===== src/rtl/muldiv_pkg.sv =====
// Shared types for the RV32/64 M-extension multiply/divide unit.
package muldiv_pkg;

  localparam int unsigned XLEN_DEF = 32;

  // funct3 encodings of the M extension
  typedef enum logic [2:0] {
    OP_MUL    = 3'b000,
    OP_MULH   = 3'b001,
    OP_MULHSU = 3'b010,
    OP_MULHU  = 3'b011,
    OP_DIV    = 3'b100,
    OP_DIVU   = 3'b101,
    OP_REM    = 3'b110,
    OP_REMU   = 3'b111
  } op_e;

  typedef enum logic [1:0] {
    S_IDLE = 2'd0,
    S_BUSY = 2'd1,
    S_DONE = 2'd2
  } state_e;

endpackage


===== src/rtl/muldiv_div_core.sv =====
// Restoring unsigned divider, one quotient bit per cycle for XLEN cycles.
// Works on operand magnitudes; sign correction is done by the caller.
module muldiv_div_core #(
  parameter int unsigned XLEN = 32
) (
  input  logic            clk_i,
  input  logic            rst_ni,
  input  logic            start_i,
  input  logic            abort_i,
  input  logic [XLEN-1:0] dividend_i,
  input  logic [XLEN-1:0] divisor_i,
  output logic [XLEN-1:0] quo_o,
  output logic [XLEN-1:0] rem_o,
  output logic            done_o
);

  localparam int unsigned CW = $clog2(XLEN);
  localparam logic [CW-1:0] CNT_LAST = CW'(XLEN-1);

  logic [XLEN-1:0] quo_q, quo_d, rem_q, rem_d, dvsr_q;
  logic [CW-1:0]   cnt_q;
  logic            busy_q;
  logic [XLEN:0]   rem_sh, diff;

  // One restoring step: shift in the next dividend bit, try to subtract.
  always_comb begin
    rem_sh = {rem_q, quo_q[XLEN-1]};
    diff   = rem_sh - {1'b0, dvsr_q};
    rem_d  = rem_sh[XLEN-1:0];
    quo_d  = {quo_q[XLEN-2:0], 1'b0};
    if (!diff[XLEN]) begin
      rem_d    = diff[XLEN-1:0];
      quo_d[0] = 1'b1;
    end
  end

  // Iteration state; quotient accumulates in place of the dividend.
  always_ff @(posedge clk_i or negedge rst_ni) begin
    if (!rst_ni) begin
      quo_q  <= '0;
      rem_q  <= '0;
      dvsr_q <= '0;
      cnt_q  <= '0;
      busy_q <= 1'b0;
    end else if (abort_i) begin
      busy_q <= 1'b0;
    end else if (start_i) begin
      quo_q  <= dividend_i;
      rem_q  <= '0;
      dvsr_q <= divisor_i;
      cnt_q  <= '0;
      busy_q <= 1'b1;
    end else if (busy_q) begin
      quo_q <= quo_d;
      rem_q <= rem_d;
      cnt_q <= cnt_q + CW'(1);
      if (cnt_q == CNT_LAST) busy_q <= 1'b0;
    end
  end

  // High during the cycle whose closing edge performs the final step.
  assign done_o = busy_q && (cnt_q == CNT_LAST);
  assign quo_o  = quo_q;
  assign rem_o  = rem_q;

endmodule


===== src/rtl/muldiv_unit.sv =====
// RISC-V M-extension multiply/divide unit: IDLE/BUSY/DONE FSM, operand
// sign handling, iterative shift-add multiplier, divider sub-module.
// Optional: MULDIV_SINGLE_CYCLE_MUL_EN gives multiplies a one-cycle
// combinational product instead of the iterative path.
module muldiv_unit
  import muldiv_pkg::*;
#(
  parameter int unsigned XLEN = XLEN_DEF
) (
  input  logic            clk_i,
  input  logic            rst_ni,
  input  logic            valid_i,
  output logic            ready_o,
  input  logic [2:0]      funct3_i,
  input  logic [XLEN-1:0] op_a_i,
  input  logic [XLEN-1:0] op_b_i,
  input  logic            flush_i,
  output logic            valid_o,
  input  logic            ready_i,
  output logic [XLEN-1:0] result_o
);

  localparam logic [XLEN-1:0] MIN_NEG = {1'b1, {(XLEN-1){1'b0}}};

  state_e state_q, state_d;
  op_e    op_in, op_q;
  logic   accept, fast_in, busy_fin, div_done;

  // Request decode
  logic            a_sgn, b_sgn, a_neg, b_neg, b_zero, ovf, spec_in;
  logic [XLEN-1:0] a_mag, b_mag, spec_res_in;

  // Captured operation context
  logic            a_neg_q, b_neg_q, spec_q;
  logic [XLEN-1:0] spec_res_q;
  logic [2*XLEN-1:0] prod_q;

  logic [XLEN-1:0]   div_quo, div_rem, quo_s, rem_s;
  logic [2*XLEN-1:0] prod_s;

`ifndef MULDIV_SINGLE_CYCLE_MUL_EN
  localparam int unsigned CW = $clog2(XLEN);
  localparam logic [CW-1:0] CNT_LAST = CW'(XLEN-1);
  logic [2*XLEN-1:0] mcand_q;
  logic [XLEN-1:0]   mplier_q;
  logic [CW-1:0]     cnt_q;
`else
  logic [2*XLEN-1:0] prod_w;
`endif

  // Operand signedness, magnitudes and divide corner cases.
  always_comb begin
    op_in  = op_e'(funct3_i);
    a_sgn  = (op_in == OP_MULH) || (op_in == OP_MULHSU) ||
             (op_in == OP_DIV)  || (op_in == OP_REM);
    b_sgn  = (op_in == OP_MULH) || (op_in == OP_DIV) || (op_in == OP_REM);
    a_neg  = a_sgn && op_a_i[XLEN-1];
    b_neg  = b_sgn && op_b_i[XLEN-1];
    a_mag  = a_neg ? -op_a_i : op_a_i;
    b_mag  = b_neg ? -op_b_i : op_b_i;
    b_zero = (op_b_i == '0);
    ovf    = ((op_in == OP_DIV) || (op_in == OP_REM)) &&
             (op_a_i == MIN_NEG) && (op_b_i == '1);
    spec_in = funct3_i[2] && (b_zero || ovf);
    spec_res_in = '0;
    case (op_in)
      OP_DIV:  spec_res_in = b_zero ? '1 : MIN_NEG;
      OP_DIVU: spec_res_in = '1;
      OP_REM:  spec_res_in = b_zero ? op_a_i : '0;
      OP_REMU: spec_res_in = op_a_i;
      default: spec_res_in = '0;
    endcase
  end

`ifdef MULDIV_SINGLE_CYCLE_MUL_EN
  assign prod_w   = {{XLEN{1'b0}}, a_mag} * {{XLEN{1'b0}}, b_mag};
  assign fast_in  = spec_in || !funct3_i[2];
  assign busy_fin = div_done;
`else
  assign fast_in  = spec_in;
  assign busy_fin = op_q[2] ? div_done : (cnt_q == CNT_LAST);
`endif

  // State register
  always_ff @(posedge clk_i or negedge rst_ni) begin
    if (!rst_ni) state_q <= S_IDLE;
    else         state_q <= state_d;
  end

  // Next state and handshake outputs; flush overrides everything.
  always_comb begin
    state_d = state_q;
    accept  = 1'b0;
    ready_o = (state_q == S_IDLE);
    valid_o = (state_q == S_DONE);
    case (state_q)
      S_IDLE: if (valid_i && !flush_i) begin
        accept  = 1'b1;
        state_d = fast_in ? S_DONE : S_BUSY;
      end
      S_BUSY: if (busy_fin) state_d = S_DONE;
      S_DONE: if (ready_i)  state_d = S_IDLE;
      default: state_d = S_IDLE;
    endcase
    if (flush_i) state_d = S_IDLE;
  end

  // Operation context and multiply datapath.
  always_ff @(posedge clk_i or negedge rst_ni) begin
    if (!rst_ni) begin
      op_q       <= OP_MUL;
      a_neg_q    <= 1'b0;
      b_neg_q    <= 1'b0;
      spec_q     <= 1'b0;
      spec_res_q <= '0;
      prod_q     <= '0;
`ifndef MULDIV_SINGLE_CYCLE_MUL_EN
      mcand_q    <= '0;
      mplier_q   <= '0;
      cnt_q      <= '0;
`endif
    end else if (accept) begin
      op_q       <= op_in;
      a_neg_q    <= a_neg;
      b_neg_q    <= b_neg;
      spec_q     <= spec_in;
      spec_res_q <= spec_res_in;
`ifdef MULDIV_SINGLE_CYCLE_MUL_EN
      prod_q     <= prod_w;
`else
      prod_q     <= '0;
      mcand_q    <= {{XLEN{1'b0}}, a_mag};
      mplier_q   <= b_mag;
      cnt_q      <= '0;
`endif
    end
`ifndef MULDIV_SINGLE_CYCLE_MUL_EN
    else if (state_q == S_BUSY && !op_q[2]) begin
      if (mplier_q[0]) prod_q <= prod_q + mcand_q;
      mcand_q  <= mcand_q << 1;
      mplier_q <= mplier_q >> 1;
      cnt_q    <= cnt_q + CW'(1);
    end
`endif
  end

  muldiv_div_core #(.XLEN(XLEN)) u_div (
    .clk_i      (clk_i),
    .rst_ni     (rst_ni),
    .start_i    (accept && funct3_i[2] && !spec_in),
    .abort_i    (flush_i),
    .dividend_i (a_mag),
    .divisor_i  (b_mag),
    .quo_o      (div_quo),
    .rem_o      (div_rem),
    .done_o     (div_done)
  );

  // Sign correction of magnitudes; result is forced to zero outside DONE.
  always_comb begin
    prod_s   = (a_neg_q ^ b_neg_q) ? -prod_q : prod_q;
    quo_s    = (a_neg_q ^ b_neg_q) ? -div_quo : div_quo;
    rem_s    = a_neg_q ? -div_rem : div_rem;
    result_o = '0;
    if (state_q == S_DONE) begin
      if (spec_q) result_o = spec_res_q;
      else begin
        case (op_q)
          OP_MUL:                       result_o = prod_s[XLEN-1:0];
          OP_MULH, OP_MULHSU, OP_MULHU: result_o = prod_s[2*XLEN-1:XLEN];
          OP_DIV, OP_DIVU:              result_o = quo_s;
          default:                      result_o = rem_s;
        endcase
      end
    end
  end

endmodule


===== config.mk =====
export PLATFORM = sky130hd
export DESIGN_NAME = muldiv_unit
export DESIGN_NICKNAME = d
export VERILOG_FILES = /design/src/rtl/muldiv_pkg.sv /design/src/rtl/muldiv_div_core.sv /design/src/rtl/muldiv_unit.sv
export SDC_FILE = /design/constraint.sdc
export NUM_CORES = 1
export LEC_CHECK = 0
export ABC_AREA = 0
export BUFFER_PORTS_ARGS = -buffer_cell sky130_fd_sc_hd__buf_2
export CORE_MARGIN = 4
export CORE_UTILIZATION = 55
export DETAILED_ROUTE_END_ITERATION = 8
export PLACE_DENSITY = 0.77
export SLEW_MARGIN = 25
export SYNTH_ARGS = -nofsm -noshare
export SYNTH_HDL_FRONTEND = slang
export SYNTH_SLANG_ARGS = --single-unit

===== constraint.sdc =====
create_clock -name clk_i -period 3.6 [get_ports clk_i]
set_input_delay 0.72 -clock clk_i [delete_from_list [all_inputs] [get_ports clk_i]]
set_output_delay 0.72 -clock clk_i [all_outputs]
set_load 0.1 [all_outputs]

==> impl_metrics.env, run 1 <==
export IMPL_hold_slack_ns=0.125
export IMPL_gp_congestion=1.01
export IMPL_synth_area_leader_cell="dfrtp_1"
export IMPL_cts_max_path_buffers=3
export IMPL_synth_area_mux_share=0.0185
export IMPL_synth_seq_area_share=0.330
export IMPL_violations="negative setup slack"
export IMPL_synthCells=2969
export IMPL_synthArstFlopShare=1.00
export IMPL_path_max_fanout=3
export IMPL_hpwl_mm=65.7
export IMPL_dr_pass1_iters=8
export IMPL_synth_area_per_cell_sq_um=7.84
export IMPL_critPathKind="flip-flop to primary output"
export IMPL_hp_class="input port to async pin"
export IMPL_rsz0062_at_grt="yes"
export IMPL_core_area_sq_um=41900
export IMPL_tns_ns=-24.49
export IMPL_drt_iter0_markers=2553
export IMPL_crit_family="simple AND/OR/NAND/NOR gates"
export IMPL_drive_gt1_frac=0.216
export IMPL_drt_total_wl_mm=85.9
export IMPL_finalMaxSlewViolations=0
export IMPL_drt_antenna_violating_nets=0
export IMPL_ys_flop_type="dfrtp_1"
export IMPL_die_y_um=214
export IMPL_crit_path_top_delay_cell="or4_4"
export IMPL_cts_buffers=39
export IMPL_die_w_um=214
export IMPL_synth_top_family_by_area="compound AO/OA/AOI/OAI gates"
export IMPL_clk_pin_slew_worst_paths_ns=0.06
export IMPL_ioPinCount=106
export IMPL_grt_pass1_wl_mm=131
export IMPL_leakage_uw=0.0133
export IMPL_arrival_ns=3.89
export IMPL_cp_slowest_stage_delay_ns=0.44
export IMPL_initial_core_util=0.555
export IMPL_pre_cts_ws_ns=-0.697
export IMPL_drv_cap=0
export IMPL_cts_tree="built"
export IMPL_avgViaCountPerCell=6.26
export IMPL_numPortBuffers=105
export IMPL_finalHoldViolCount=0
export IMPL_synth_area_top_cells="dfrtp_1, nand2_1, ha_1, xnor2_1, a21oi_1"
export IMPL_synth_net_count=3148
export IMPL_ys_seq_elements=307
export IMPL_cts_sinks=307
export IMPL_track_usage=0.366
export IMPL_yosysWarnings=0
export IMPL_drc_errors=0
export IMPL_end_kind="primary output"
export IMPL_synth_cell_types=86
export IMPL_rows=75
export IMPL_synth_compound_area_frac=0.234
export IMPL_die_area_sq_um=45700
export IMPL_syn_area_sq_um=23300
export IMPL_wl_per_cell_um=22.3
export IMPL_tightestPinTransition_ns=0.929
export IMPL_period_needed_ns=4.61
export IMPL_grt_max_degree=86
export IMPL_fin_crit_sh=1.28
export IMPL_syn_to_final_growth_pct=28.2
export IMPL_crit_path_cell_trace="or3_4, or4_4, or3_4, or4_4, or3_4, o31ai_4, xnor2_1, o221ai_2, o21ai_4, buf_12"
export IMPL_synth_fa_ha_area_frac=0.0581
export IMPL_grt_antenna_before_repair=3
export IMPL_ir_drop_mv=0.580
export IMPL_vias=24100
export IMPL_path_buf_inv=1
export IMPL_grt_pass1_vias=22700
export IMPL_yosys_area_share_simple=0.212
export IMPL_synth_edf_count=0
export IMPL_relSlewSlack=0.381
export IMPL_layout_setup_ws_ns=-1.01
export IMPL_worstPathRequired_ns=2.88
export IMPL_power_uw=23200
export IMPL_cts_root_buf="clkbuf_16"
export IMPL_crit_path_start_kind="flip-flop"
export IMPL_outcome="complete, but fails checks"
export IMPL_htree_levels=2
export IMPL_skew_ns=0.0265
export IMPL_yosysTopAreaCellShare=0.330
export IMPL_nets=3467
export IMPL_clk_latency_ns=0.57
export IMPL_final_core_util=0.712
export IMPL_synthXorXnorAreaFrac=0.103
export IMPL_grt_ovfl_total=0
export IMPL_fmax_mhz=217
export IMPL_setup_violations=32
export IMPL_power_density_nw_per_um2=776
export IMPL_cpMostUsedCell="or3_4"
export IMPL_nFillCells=3307
cell usage in the layout (no fill, tap or decap), types with 48 or more instances in the layout:
master and n:
xor2_1 119, xnor2_1 135, ha_1 103, a21oi_1 224
a21o_1 54, dfrtp_1 306, a31oi_1 73, buf_2 72
buf_12 48, o21ai_0 206, nand3_1 84, nor3_1 52
nand2_1 443, nor2_1 241, inv_1 94, buf_4 311
registers in the layout, indices dropped and copies added (netlist names), 2 cells and up:
signal / count
cnt_q: 5
mcand_q: 64
mplier_q: 32
op_q: 3
prod_q: 64
spec_res_q: 32
state_q: 2
u_div.cnt_q: 5
u_div.dvsr_q: 32
u_div.quo_o: 32
u_div.rem_o: 32
report_power, final:
group / switching, uW / internal (uW) / leakage (uW)
combinational: 8170 / 5990 / 0.00876
clock: 1580 / 2200 / 0.000594
sequential: 886 / 4330 / 0.00392
routing by layer:
metal | GRT usage | routed length [um] | up-vias | share of wire
li1 | - | - | 11200 | -
met1 | 0.522 | 37200 | 11700 | 0.43
met2 | 0.544 | 37100 | 1096 | 0.43
met3 | 0.0879 | 8270 | 207 | 0.096
met4 | 0.137 | 3450 | 0 | 0.040
met5 | 0 | 0 | - | 0
Yosys cell counts (all sizes together), types with 5 or more instances:
cell type and number:
a2111oi 5, a211o 6, a211oi 40, a21boi 5
a21o 54, a21oi 252, a221oi 15, a22o 12
a31oi 76, and2 19, and3 16, and4 6
buf 24, clkbuf 149, dfrtp 307, ha 105
inv 94, mux2i 42, nand2 452, nand2b 30
nand3 85, nand3b 6, nand4 31, nor2 253
nor2b 23, nor3 65, nor3b 6, nor4 24
o211ai 15, o21a 13, o21ai 279, o21bai 12
o221ai 12, o31ai 39, o41ai 15, or2 9
or3 28, or4 17, xnor2 145, xor2 129
final timing paths:
path                                              from                      endpoint  slack (ns)  depth (start not counted)
max                        u_div.rem_o[15]$_DFFE_PN0P_                  result_o[29]       -1.01                         10
min                                             rst_ni  u_div.dvsr_q[24]$_DFFE_PN0P_        0.13                          1
max reg2reg                     prod_q[32]$_DFFE_PN0P_        prod_q[59]$_DFFE_PN0P_        0.05                         12
min reg2reg                 spec_res_q[23]$_DFFE_PN0P_    spec_res_q[23]$_DFFE_PN0P_        0.48                          2
max in group asynchronous                       rst_ni       mcand_q[36]$_DFFE_PN0P_        2.62                          2
min in group clk_i                             flush_i        state_q[1]$_DFFE_PN0P_        0.39                          2
layout make-up:
| type | count | area [sq um] | share of cell area |
|---|---|---|---|
| diodes | 2 | 5.00 | 0.000168 |
| clock buffers | 57 | 1100 | 0.0370 |
| clock inverters | 13 | 110 | 0.00369 |
| inverters | 94 | 353 | 0.0118 |
| multi-input cells | 2395 | 16000 | 0.537 |
| flip-flops and latches | 307 | 7680 | 0.257 |
| well taps | 539 | 674 | 0.0226 |
| repair buffers | 451 | 3880 | 0.130 |
through the flow:
stage	instances	cell area [sq um]
after global routing	3857	29800
final	3858	29800
after floorplan	2969	23800
after global placement	3771	27500
after CTS	3850	29400
after detailed placement	3771	27500
worst register-to-register path, cell delays in order (launching register included):
cell and delay, ns:
dfrtp_1 0.37, buf_4 0.20, ha_1 0.45, nand2_1 0.16
or4_1 0.62, o32a_1 0.44, nand2_1 0.16, a31oi_1 0.11
buf_4 0.16, o21ai_1 0.23, o21ai_0 0.18, a211o_1 0.33
nand3_1 0.07
logic make-up after synthesis:
family / Yosys count
xor+xnor: 274
fa+ha+maj: 107
mux: 43
flops: 307
buf+inv: 267
simple gates: 1080
compound gates: 891
timing repair:
action                     CTS  global route
resized for setup          110            84
hold endpoints to repair     0             0
pin swaps                   60            62
setup endpoints to repair   64            80
hold buffers                 0             0
buffers inserted            10            13
Note: power is estimated with default switching activity, not from simulation.
==> inputs of run 2 (changes only) <==
--- a/config.mk
+++ b/config.mk
@@ -14,4 +14,5 @@
 export SLEW_MARGIN = 25
 export SYNTH_ARGS = -nofsm -noshare
 export SYNTH_HDL_FRONTEND = slang
+export SYNTH_HIERARCHICAL = 1
 export SYNTH_SLANG_ARGS = --single-unit
==> impl_metrics.env, run 2 <==
export IMPL_synth_area_leader_cell="dfrtp_1"
export IMPL_core_area_sq_um=41900
export IMPL_synthArstFlopShare=1.00
export IMPL_clk_pin_slew_worst_paths_ns=0.06
export IMPL_drive_gt1_frac=0.209
export IMPL_wl_per_cell_um=22.6
export IMPL_ys_seq_elements=307
export IMPL_avgViaCountPerCell=6.37
export IMPL_die_y_um=214
export IMPL_synth_area_per_cell_sq_um=7.82
export IMPL_final_core_util=0.709
export IMPL_drt_total_wl_mm=86.8
export IMPL_pre_cts_ws_ns=-0.390
export IMPL_clk_latency_ns=0.57
export IMPL_drt_antenna_violating_nets=0
export IMPL_fmax_mhz=221
export IMPL_track_usage=0.371
export IMPL_gp_congestion=1.02
export IMPL_end_kind="primary output"
export IMPL_drc_errors=0
export IMPL_grt_pass1_wl_mm=133
export IMPL_synth_area_top_cells="dfrtp_1, nand2_1, o21ai_0, ha_1, a21oi_1"
export IMPL_synth_most_common_cell="nand2_1"
export IMPL_synthTopCellsByCount="nand2_1, dfrtp_1, o21ai_0"
export IMPL_drt_iter0_markers=2760
export IMPL_initial_core_util=0.556
export IMPL_synth_edf_count=0
export IMPL_layout_setup_ws_ns=-0.916
export IMPL_tns_ns=-23.16
export IMPL_yosysTopAreaCellShare=0.330
export IMPL_dr_pass1_iters=6
export IMPL_crit_path_start_kind="flip-flop"
export IMPL_layout_common_cells="nand2_1, dfrtp_1, buf_4"
export IMPL_finalHoldViolCount=0
export IMPL_finalMaxSlewViolations=0
export IMPL_leakage_uw=0.0131
export IMPL_rsz0062_at_grt="yes"
export IMPL_path_max_fanout=3
export IMPL_numPortBuffers=105
export IMPL_nets=3445
export IMPL_critPathKind="flip-flop to primary output"
export IMPL_grt_max_degree=88
export IMPL_relSlewSlack=0.376
export IMPL_worstPathRequired_ns=2.88
export IMPL_setup_violations=32
export IMPL_power_uw=17900
export IMPL_tightestPinTransition_ns=0.937
export IMPL_final_common_cell="nand2_1"
export IMPL_vias=24400
export IMPL_cts_sinks=307
export IMPL_hpwl_mm=65.5
export IMPL_violations="negative setup slack"
export IMPL_rows=75
export IMPL_syn_to_final_growth_pct=27.6
export IMPL_die_area_sq_um=45700
export IMPL_synth_cell_types=86
export IMPL_ir_drop_mv=0.407
export IMPL_power_density_nw_per_um2=602
export IMPL_cts_tree="built"
export IMPL_drv_cap=0
export IMPL_fin_crit_sh=1.25
export IMPL_ys_flop_type="dfrtp_1"
export IMPL_yosysWarnings=6
export IMPL_period_needed_ns=4.52
export IMPL_r2r_setup_slack_ns=0.06
export IMPL_arrival_ns=3.80
export IMPL_cts_root_buf="clkbuf_16"
export IMPL_synth_net_count=3154
export IMPL_ioPinCount=106
export IMPL_grt_antenna_before_repair=1
export IMPL_reg_top3="mcand_q x64, prod_q x64"
export IMPL_skew_ns=0.0158
export IMPL_synth_seq_area_share=0.330
export IMPL_outcome="complete, but fails checks"
export IMPL_grt_pass1_vias=23200
export IMPL_hp_class="input port to async pin"
export IMPL_grt_ovfl_total=0
export IMPL_syn_area_sq_um=23300
export IMPL_synthCells=2975
export IMPL_cts_buffers=37
export IMPL_cts_max_path_buffers=3
export IMPL_die_w_um=214
export IMPL_htree_levels=2
-- run 2: changes by cell type after synthesis, sizes merged, moves of 9 or more --
cell / delta
a31oi: +13
o21ai: +40
a21o: -10
a211oi: -19
xor2: -11
inv: -10
a22oi: +9
nor3: -10
-- run 2: worst max-delay path: stages (launching register included) --
cell	delay, ns
dfrtp_1	0.37
or4_4	0.53
or4_4	0.43
or2_4	0.27
or3_4	0.33
or3_4	0.37
o31ai_4	0.19
xnor2_1	0.16
o221ai_2	0.14
o21ai_4	0.22
buf_12	0.21
-- run 2: final cells by class --
cell class | instances | area, sq um
diodes | 1 | 2.50
clock buffers | 51 | 1050
clock inverters | 16 | 186
fillers | 3309 | 12200
inverters | 85 | 319
multi-input cells | 2415 | 16000
flip-flops and latches | 307 | 7680
well taps | 539 | 674
repair buffers | 420 | 3740
-- run 2: cells by family (layout without fill, tap and decap cells) --
| group | count (synthesis) | in the layout | share of synthesized area |
|---|---|---|---|
| flip-flops | 307 | 307 | 0.330 |
| AO/OA/AOI/OAI | 951 | 951 | 0.248 |
| multiplexers | 41 | 41 | 0.0177 |
| adder cells (fa/ha/maj) | 107 | 107 | 0.0582 |
| AND/OR/NAND/NOR | 1052 | 1053 | 0.204 |
| other | 0 | 1 | 0 |
| buffers and inverters | 254 | 572 | 0.0423 |
| XOR/XNOR | 263 | 263 | 0.0990 |
-- run 2: final timing paths --
check / start / to / depth (start not counted)
setup / recovery: u_div/rem_o[20]$_DFFE_PN0P_ / result_o[31] / 10
hold / removal: rst_ni / u_div/quo_o[14]$_DFFE_PN0P_ / 1
setup reg to reg: u_div/quo_o[31]$_DFFE_PN0P_ / u_div/rem_o[26]$_DFFE_PN0P_ / 13
hold reg to reg: spec_res_q[19]$_DFFE_PN0P_ / spec_res_q[19]$_DFFE_PN0P_ / 2
max in group asynchronous: rst_ni / mcand_q[47]$_DFFE_PN0P_ / 2
min in group clk_i: op_a_i[19] / spec_res_q[19]$_DFFE_PN0P_ / 3
-- run 2: stage by stage --
stage	instances	hold slack, ns	instance area (sq um)
after CTS	3812	0.143	29000
after detailed placement	3740	0.459	27200
final	3834	0.138	29700
after floorplan	2975	0.424	23700
after global placement	3740	0.448	27200
after global routing	3834	0.184	29700
-- run 2: report_power, final --
group          internal (uW)  total (uW)  switching, uW
clock                   2270        3830           1570
sequential              4150        4870            725
combinational           3720        9150           5430
total                  10100       17900           7730
-- run 2: timing repair --
action | CTS | global route
pin swaps | 51 | 72
gates resized for setup | 101 | 98
gates cloned | 0 | 3
hold buffers | 0 | 0
endpoints found under the setup margin | 37 | 70
buffers inserted | 8 | 22
hold endpoints to repair | 0 | 0
-- run 2: routing by layer --
layer,wire length [um],up-vias,track usage
met1,34500,11900,0.473
met2,41400,1086,0.626
li1,-,11200,-
met4,4830,0,0.164
met3,6050,247,0.0603
met5,0,-,0
